[config.mk]
export PLATFORM = sky130hd
export DESIGN_NAME = blink_queue
export DESIGN_NICKNAME = d
export VERILOG_FILES = /design/src/rtl/blink_queue.sv
export SDC_FILE = /design/constraint.sdc
export NUM_CORES = 1
export LEC_CHECK = 0
export ABC_CLOCK_PERIOD_IN_PS = 3600
export BUFFER_PORTS_ARGS = -buffer_cell sky130_fd_sc_hd__buf_4
export CORE_MARGIN = 3
export CORE_UTILIZATION = 55
export DETAILED_ROUTE_END_ITERATION = 6
export GPL_TIMING_DRIVEN = 1
export PLACE_DENSITY = 0.81
export SLEW_MARGIN = 20
export SYNTH_ARGS = -nofsm -noshare
export SYNTH_HDL_FRONTEND = slang
export SYNTH_SLANG_ARGS = --single-unit
[constraint.sdc]
create_clock -name clk -period 3.6 [get_ports clk]
set_clock_uncertainty 0.2 [all_clocks]
set_input_delay 0.36 -clock clk [delete_from_list [all_inputs] [get_ports clk]]
set_output_delay 0.36 -clock clk [all_outputs]
set_load 0.02 [all_outputs]
[src/rtl/blink_queue.sv]
// Turns single-cycle event pulses into fixed-shape LED blinks, queueing events that
// arrive mid-blink in a saturating pending counter and replaying them in order.
module blink_queue #(
  parameter int unsigned CLK_FREQ    = 50_000_000,
  parameter int unsigned ON_TIME_MS  = 100,
  parameter int unsigned OFF_TIME_MS = 100,
  parameter int unsigned PEND_BITS   = 4
) (
  input  logic                 clk,
  input  logic                 rst_a_n,
  input  logic                 pulse_in,
  output logic                 led_out,
  output logic                 busy,
  output logic [PEND_BITS-1:0] pending,
  output logic                 overflow
);

  // 64-bit intermediates: CLK_FREQ * ms easily exceeds 32 bits at real clock rates
  localparam longint unsigned OnCyclesL  = 64'(CLK_FREQ) * 64'(ON_TIME_MS) / 64'd1000;
  localparam longint unsigned OffCyclesL = 64'(CLK_FREQ) * 64'(OFF_TIME_MS) / 64'd1000;
  localparam int unsigned OnCycles  = 32'(OnCyclesL);
  localparam int unsigned OffCycles = 32'(OffCyclesL);
  localparam int unsigned MaxCycles = (OnCycles > OffCycles) ? OnCycles : OffCycles;
  localparam int unsigned TimerW    = (MaxCycles > 1) ? $clog2(MaxCycles) : 1;

  localparam logic [TimerW-1:0]    OnLoad  = TimerW'(OnCycles - 1);
  localparam logic [TimerW-1:0]    OffLoad = TimerW'(OffCycles - 1);
  localparam logic [PEND_BITS-1:0] PendMax = '1;

  typedef enum logic [1:0] {
    StIdle,
    StOn,
    StOff
  } state_e;

  state_e               r_state;
  logic [TimerW-1:0]    r_timer;
  logic [PEND_BITS-1:0] r_pending;
  logic                 r_led;
  logic                 r_busy;
  logic                 r_overflow;

  state_e               w_state_nxt;
  logic [TimerW-1:0]    w_timer_nxt;
  logic [PEND_BITS-1:0] w_pending_nxt;
  logic                 w_overflow_nxt;
  logic                 w_enqueue;

  always_comb begin
    w_state_nxt    = r_state;
    w_timer_nxt    = r_timer;
    w_pending_nxt  = r_pending;
    w_overflow_nxt = 1'b0;
    w_enqueue      = 1'b0;

    unique case (r_state)
      StIdle: begin
        if (pulse_in) begin
          w_state_nxt = StOn;
          w_timer_nxt = OnLoad;
        end
      end
      StOn: begin
        w_enqueue = pulse_in;
        if (r_timer != '0) begin
          w_timer_nxt = r_timer - TimerW'(1);
        end else begin
          w_state_nxt = StOff;
          w_timer_nxt = OffLoad;
        end
      end
      StOff: begin
        if (r_timer != '0) begin
          w_timer_nxt = r_timer - TimerW'(1);
          w_enqueue   = pulse_in;
        end else if (r_pending != '0) begin
          // A coincident pulse replaces the dequeued event, so the count holds
          w_state_nxt = StOn;
          w_timer_nxt = OnLoad;
          if (!pulse_in) w_pending_nxt = r_pending - PEND_BITS'(1);
        end else if (pulse_in) begin
          w_state_nxt = StOn;
          w_timer_nxt = OnLoad;
        end else begin
          w_state_nxt = StIdle;
        end
      end
      default: begin
        w_state_nxt = StIdle;
      end
    endcase

    if (w_enqueue) begin
      if (r_pending == PendMax) w_overflow_nxt = 1'b1;
      else                      w_pending_nxt  = r_pending + PEND_BITS'(1);
    end
  end

  always_ff @(posedge clk or negedge rst_a_n) begin
    if (!rst_a_n) begin
      r_state    <= StIdle;
      r_timer    <= '0;
      r_pending  <= '0;
      r_led      <= 1'b0;
      r_busy     <= 1'b0;
      r_overflow <= 1'b0;
    end else begin
      r_state    <= w_state_nxt;
      r_timer    <= w_timer_nxt;
      r_pending  <= w_pending_nxt;
      r_led      <= (w_state_nxt == StOn);
      r_busy     <= (w_state_nxt != StIdle);
      r_overflow <= w_overflow_nxt;
    end
  end

  assign led_out  = r_led;
  assign busy     = r_busy;
  assign pending  = r_pending;
  assign overflow = r_overflow;

endmodule

## Yosys cells after proc, flatten, opt, wreduce, memory -nomap -nowiden

Index checks and enable logic that the tools add are counted.

| word-level totals | value |
|---|---|
| flip-flop bits (word level) | 32 |
| bits in latches | 0 |
| memory bits (writable) | 0 |
| bits in read-only memories | 0 |
| input bits | 3 |
| output and inout port bits | 7 |
| logic and storage cells | 39 |
| memories | 0 |

| operators by class | value |
|---|---|
| $add $sub $neg | 3 |
| $mul | 0 |
| div/mod/pow operators | 0 |
| magnitude comparators | 0 |
| equal/unequal tests | 4 |
| shift-type cells | 0 |
| muxes and demuxes | 21 |
| bitwise logic cells | 0 |
| reductions and logical operators | 5 |

Operators with widths:

| cell | number |
|---|---|
| $mux 23 | 4 |
| $pmux 23 s3 | 1 |
| $mux 4 | 6 |
| $reduce_bool 23->1 | 1 |
| $sub 23x1->23 const B | 1 |
| $mux 2 | 3 |
| $pmux 2 s3 | 1 |
| $mux 1 | 5 |
| $add 4x1->4 const B | 1 |
| $eq 2x1->1 const B | 2 |
| $eq 4x4->1 const B | 1 |
| $reduce_bool 4->1 | 1 |
| $sub 4x1->4 const B | 1 |
| $reduce_bool 3->1 | 1 |
| $eq 2x2->1 const B | 1 |
| $logic_not 2->1 | 1 |
| $pmux 1 s2 | 1 |
| $reduce_bool 2->1 | 1 |

## Depth between registers and ports, before layout

| depth | value |
|---|---|
| depth in word-level cells | 7 |
| mapped depth | 9 |
| gate-level depth less buffers | 8 |

## Worst setup path before layout

No wires, ideal clock.

| timing | value |
|---|---|
| kind | register to register |
| start point | register r_timer[1] |
| end point | register r_pending[1] (netlist: pending[1]) |
| library setup time | 118 ps |
| arrival time | 2455 ps |
| required time | 3282 ps |
| slack | 827 ps |
| stages on the path, launching flop included | 10 |
| path buffers | 1 |
| clock period less this slack | 2773 ps |
| path through | dfrtp_1 inv_1 ha_1 nor4b_1 nand4b_1 or3_4 buf_6 o21a_4 mux2_2 a21o_1 |

| between the ends | value |
|---|---|
| longest elaborated chain between the ends | 5 |
| elaborated cells between the ends (all ways) | 7 |
| those cells by class | mux: 6; reduce/logical: 1 |

Ends and longest elaborated chain:

| what | line | source |
|---|---|---|
| from (decl) | 37 | `logic [TimerW-1:0] r_timer;` |
| from (signal assigned) | 109 | `r_timer <= w_timer_nxt;` |
| $reduce_bool 23->1 (*) | 73 | `if (r_timer != '0) begin` |
| $mux 4 | 73 |  |
| $mux 4 | 56 | `unique case (r_state)` |
| $mux 4 | 94 | `if (r_pending == PendMax) w_overflow_nxt = 1'b1;` |
| $mux 4 (*) | 93 | `if (w_enqueue) begin` |
| net w_pending_nxt[1] | 45 | `logic [PEND_BITS-1:0] w_pending_nxt;` |
| to (signal assigned) | 110 | `r_pending <= w_pending_nxt;` |
| to (decl) | 38 | `logic [PEND_BITS-1:0] r_pending;` |

Mark *: on every way through the listed nets, which the timed path passes. The rest lies on a longest branch.
A chain may end at the register's enable or synchronous reset.

## Worst setup path after layout

| timing | value |
|---|---|
| start point | register r_timer[1] |
| end point | register r_led (netlist: led_out) |

| between the ends | value |
|---|---|
| longest elaborated chain between the ends | 4 |
| elaborated cells between the ends (all ways) | 5 |
| those cells by class | eq/ne: 1; mux: 3; reduce/logical: 1 |

Ends and longest elaborated chain:

| what | line | source |
|---|---|---|
| $reduce_bool 23->1 (*) | 65, 73 |  |
| $mux 2 (on tied branches) | 73, 65 |  |
| $pmux 2 s3 (*) | 56 |  |
| $eq 2x1->1 (*) | 111 | `r_led <= (w_state_nxt == StOn);` |
| to (signal assigned) | 111 |  |
| to (decl) | 39 | `logic r_led;` |

Mark *: on every way between the ends. The rest lies on a longest branch, timed or not.

==> out/results.txt <==
status - complete, no violations
worst-path fanout max - 11
H-tree depth - 2
Yosys cell types - 57
Peak VDD IR - 303 uV
Hold Path Depth - 1
final wirelength - 5160 um
largest family of logic cells by synthesized area - simple AND/OR/NAND/NOR gates
hold violation total from the final report - 0
vias - 2055
asr flop ratio synth - 100%
GRT overflow - 0
Avg WL per Cell - 16.3 um
Mapped Area - 2170 um^2
vias per cell - 6.50
final worst-path cycle share - 89.4%
footprint of the multi-input gates - 1270 um^2
Final Critical Period - 3.22 ns
Post-CTS Setup Repair Bufs - 0
Syn. warnings - 0
cells after synthesis - 260
NumNets Final - 279
initial antenna violation count - 0
Synth Area in Simple Gates - 26.0%
endpoints failing setup - 0
WP data arrival - 3.22 ns
total clock sinks - 32
mux cell area share after synthesis - 1.50%
clock-pin transition on the worst setup and hold timing paths - 0.06 ns
drt drc - 0
Power Density - 381 nW/um^2
flop and latch count out of synthesis - 32
# Max-Cap Violations - 0
DR iter-0 viols - 288
Core Util, Final - 63.2%
endpoint type of the worst setup path - flip-flop
Fin Setup TNS - 0 ns
Initial Utilization - 58.1%
share of cells above drive strength 1 - 11.6%
TritonCTS Buffers - 5
critical path class - reg2reg
Fillers - 327
worst reg-to-reg path cell count - 8
Chip Width - 68.9 um
Synth Area in XOR/XNOR - 0.403%
Final Slew Violations - 0
antenna viol nets, final - 0
min-delay worst type - reg2reg
port buffer count - 9
die area - 4740 um^2
syn nets - 272
sequential cell area - 801 um^2
first-pass GRT wire length - 8340 um
all-layer global routing usage - 23.7%
Core ar. - 3740 um^2
Final GP Congestion - 0.911
I/O Pins - 10
DP HPWL - 3470 um
CTS max path bufs - 2
largest net degree at the start of global routing - 33
Area after DPL - 2270 um^2
Post-synth EDFFs - 0
sequential share of the synthesized area - 36.8%
P_leak - 0.925 nW
max frequency - 311 MHz
total chip power - 0.901 mW
critical path required time - 3.60 ns
Worst Max-Slew Pin Slew - 0.768 ns
Clock Latency Late Sink - 0.29 ns
vias in the first global route - 1731
DRT Pass-1 Iters - 6
Avg Cell Area, Syn - 8.36 um^2
Compound-Gate Fraction of Synth Area - 25.3%
CTS tree - built
root buf cell - clkbuf_8
# rows - 22
Area Overhead vs Synth - 8.80%
Synth Area in Adders - 5.18%
final instance area - 2370 um^2
Primary FF master, synth - dfrtp_1
Worst Setup Start Kind - flip-flop
unrepaired setup endpoints after global routing - false
Die Height - 68.9 um
antenna cells - 0
worst rel slew slack - 48.0%
[layer usage]
metal  vias to the layer above  part of all wire, %  GRT usage (%)
li1                        986                    -              -
met1                       956                   46           34.5
met2                       104                   43           32.9
met3                         9                  8.2           6.32
met4                         0                  1.8           9.73
met5                         -                    0              0
[placed cells by master, fill, tap and decap left out, drive strengths merged, types with 5 or more instances in the layout]
cell type and n:
nor4 5, ha 9, buf 13, nand2 20, dfrtp 32, nor2 24
clkbuf 8, nand3 9, nor3 16, inv 10, o21ai 34, a21oi 13
or3 8
[cell usage after synthesis (3+ instances only)]
library cell | count | share of area, %
clkbuf_1 | 10 | 1.7
a21oi_1 | 13 | 3.0
nand2_1 | 20 | 3.5
a31oi_1 | 4 | 1.2
dfrtp_1 | 32 | 37
o21bai_1 | 4 | 1.4
nand4_1 | 3 | 0.86
and3_1 | 3 | 0.86
nor4_1 | 4 | 1.2
nand2b_1 | 4 | 1.2
nor2_1 | 24 | 4.1
o41ai_1 | 4 | 1.6
or3_1 | 7 | 2.0
o22ai_1 | 3 | 0.86
o21ai_0 | 32 | 7.4
ha_1 | 9 | 5.2
o31ai_1 | 3 | 1.0
nand3_1 | 9 | 2.1
a211o_1 | 3 | 1.2
a211oi_1 | 3 | 1.0
nor3_1 | 14 | 3.2
inv_1 | 10 | 1.7
[registers in the layout (all words and copies together) (netlist names)]
| name | flops |
|---|---|
| busy | 1 |
| overflow | 1 |
| r_timer | 23 |
| pending | 4 |
| r_state | 2 |
| led_out | 1 |
[final timing paths]
check                            start  slack, ns          end
max                         r_timer[1]       0.38      led_out
min                        r_timer[21]       0.29  r_timer[21]
max reg2reg                 r_timer[1]       0.38      led_out
min reg2reg                r_timer[21]       0.29  r_timer[21]
max in group asynchronous      rst_a_n       2.57   r_timer[4]
min in group asynchronous      rst_a_n       0.34   r_timer[7]
[timing repair]
item / 4_1_cts / 5_1_grt
endpoints found under the setup margin: 0 / 0
hold endpoints to repair: 32 / 0
gates resized for setup: 0 / 0
hold buffers: 1 / 0
[final cells by class]
| cell class | instances | area share (%) |
|---|---|---|
| multi-input combinational | 204 | 53.7 |
| sequential | 32 | 33.8 |
| timing repair buffer | 14 | 4.55 |
| clock buffer | 8 | 3.81 |
| tap | 48 | 2.54 |
| inverter | 10 | 1.59 |
[critical path: stages (launching register included)]
cell and delay, ns:
dfrtp_1 0.38, inv_1 0.11, ha_1 0.20, nor4b_1 0.64
nand4b_1 0.34, or3_4 0.56, a221oi_1 0.31, or2_1 0.19
nor3b_1 0.20
[kinds of logic after synthesis]
| group | count (synthesis) |
|---|---|
| compound gates | 86 |
| xor+xnor | 1 |
| fa+ha+maj | 9 |
| buf+inv | 24 |
| flops | 32 |
| mux | 3 |
| simple gates | 105 |
[power by group]
| group | internal, mW | total [mW] | switching (mW) | leakage, nW |
|---|---|---|---|---|
| registers | 0.383 | 0.425 | 0.0421 | 0.345 |
| clock network | 0.156 | 0.289 | 0.133 | 0.0455 |
| logic | 0.0855 | 0.186 | 0.101 | 0.534 |
[metrics by stage]
| step | hold WS, ns | instances | worst slack [ns] |
|---|---|---|---|
| detailed placement | 0.120 | 307 | 0.509 |
| floorplan | -0.136 | 260 | 0.827 |
| finish | 0.288 | 316 | 0.380 |
| global route | 0.311 | 316 | 0.165 |
| CTS | 0.288 | 316 | 0.483 |
| global placement | 0.117 | 307 | 0.586 |
Note: power is estimated with default switching activity, not from simulation.
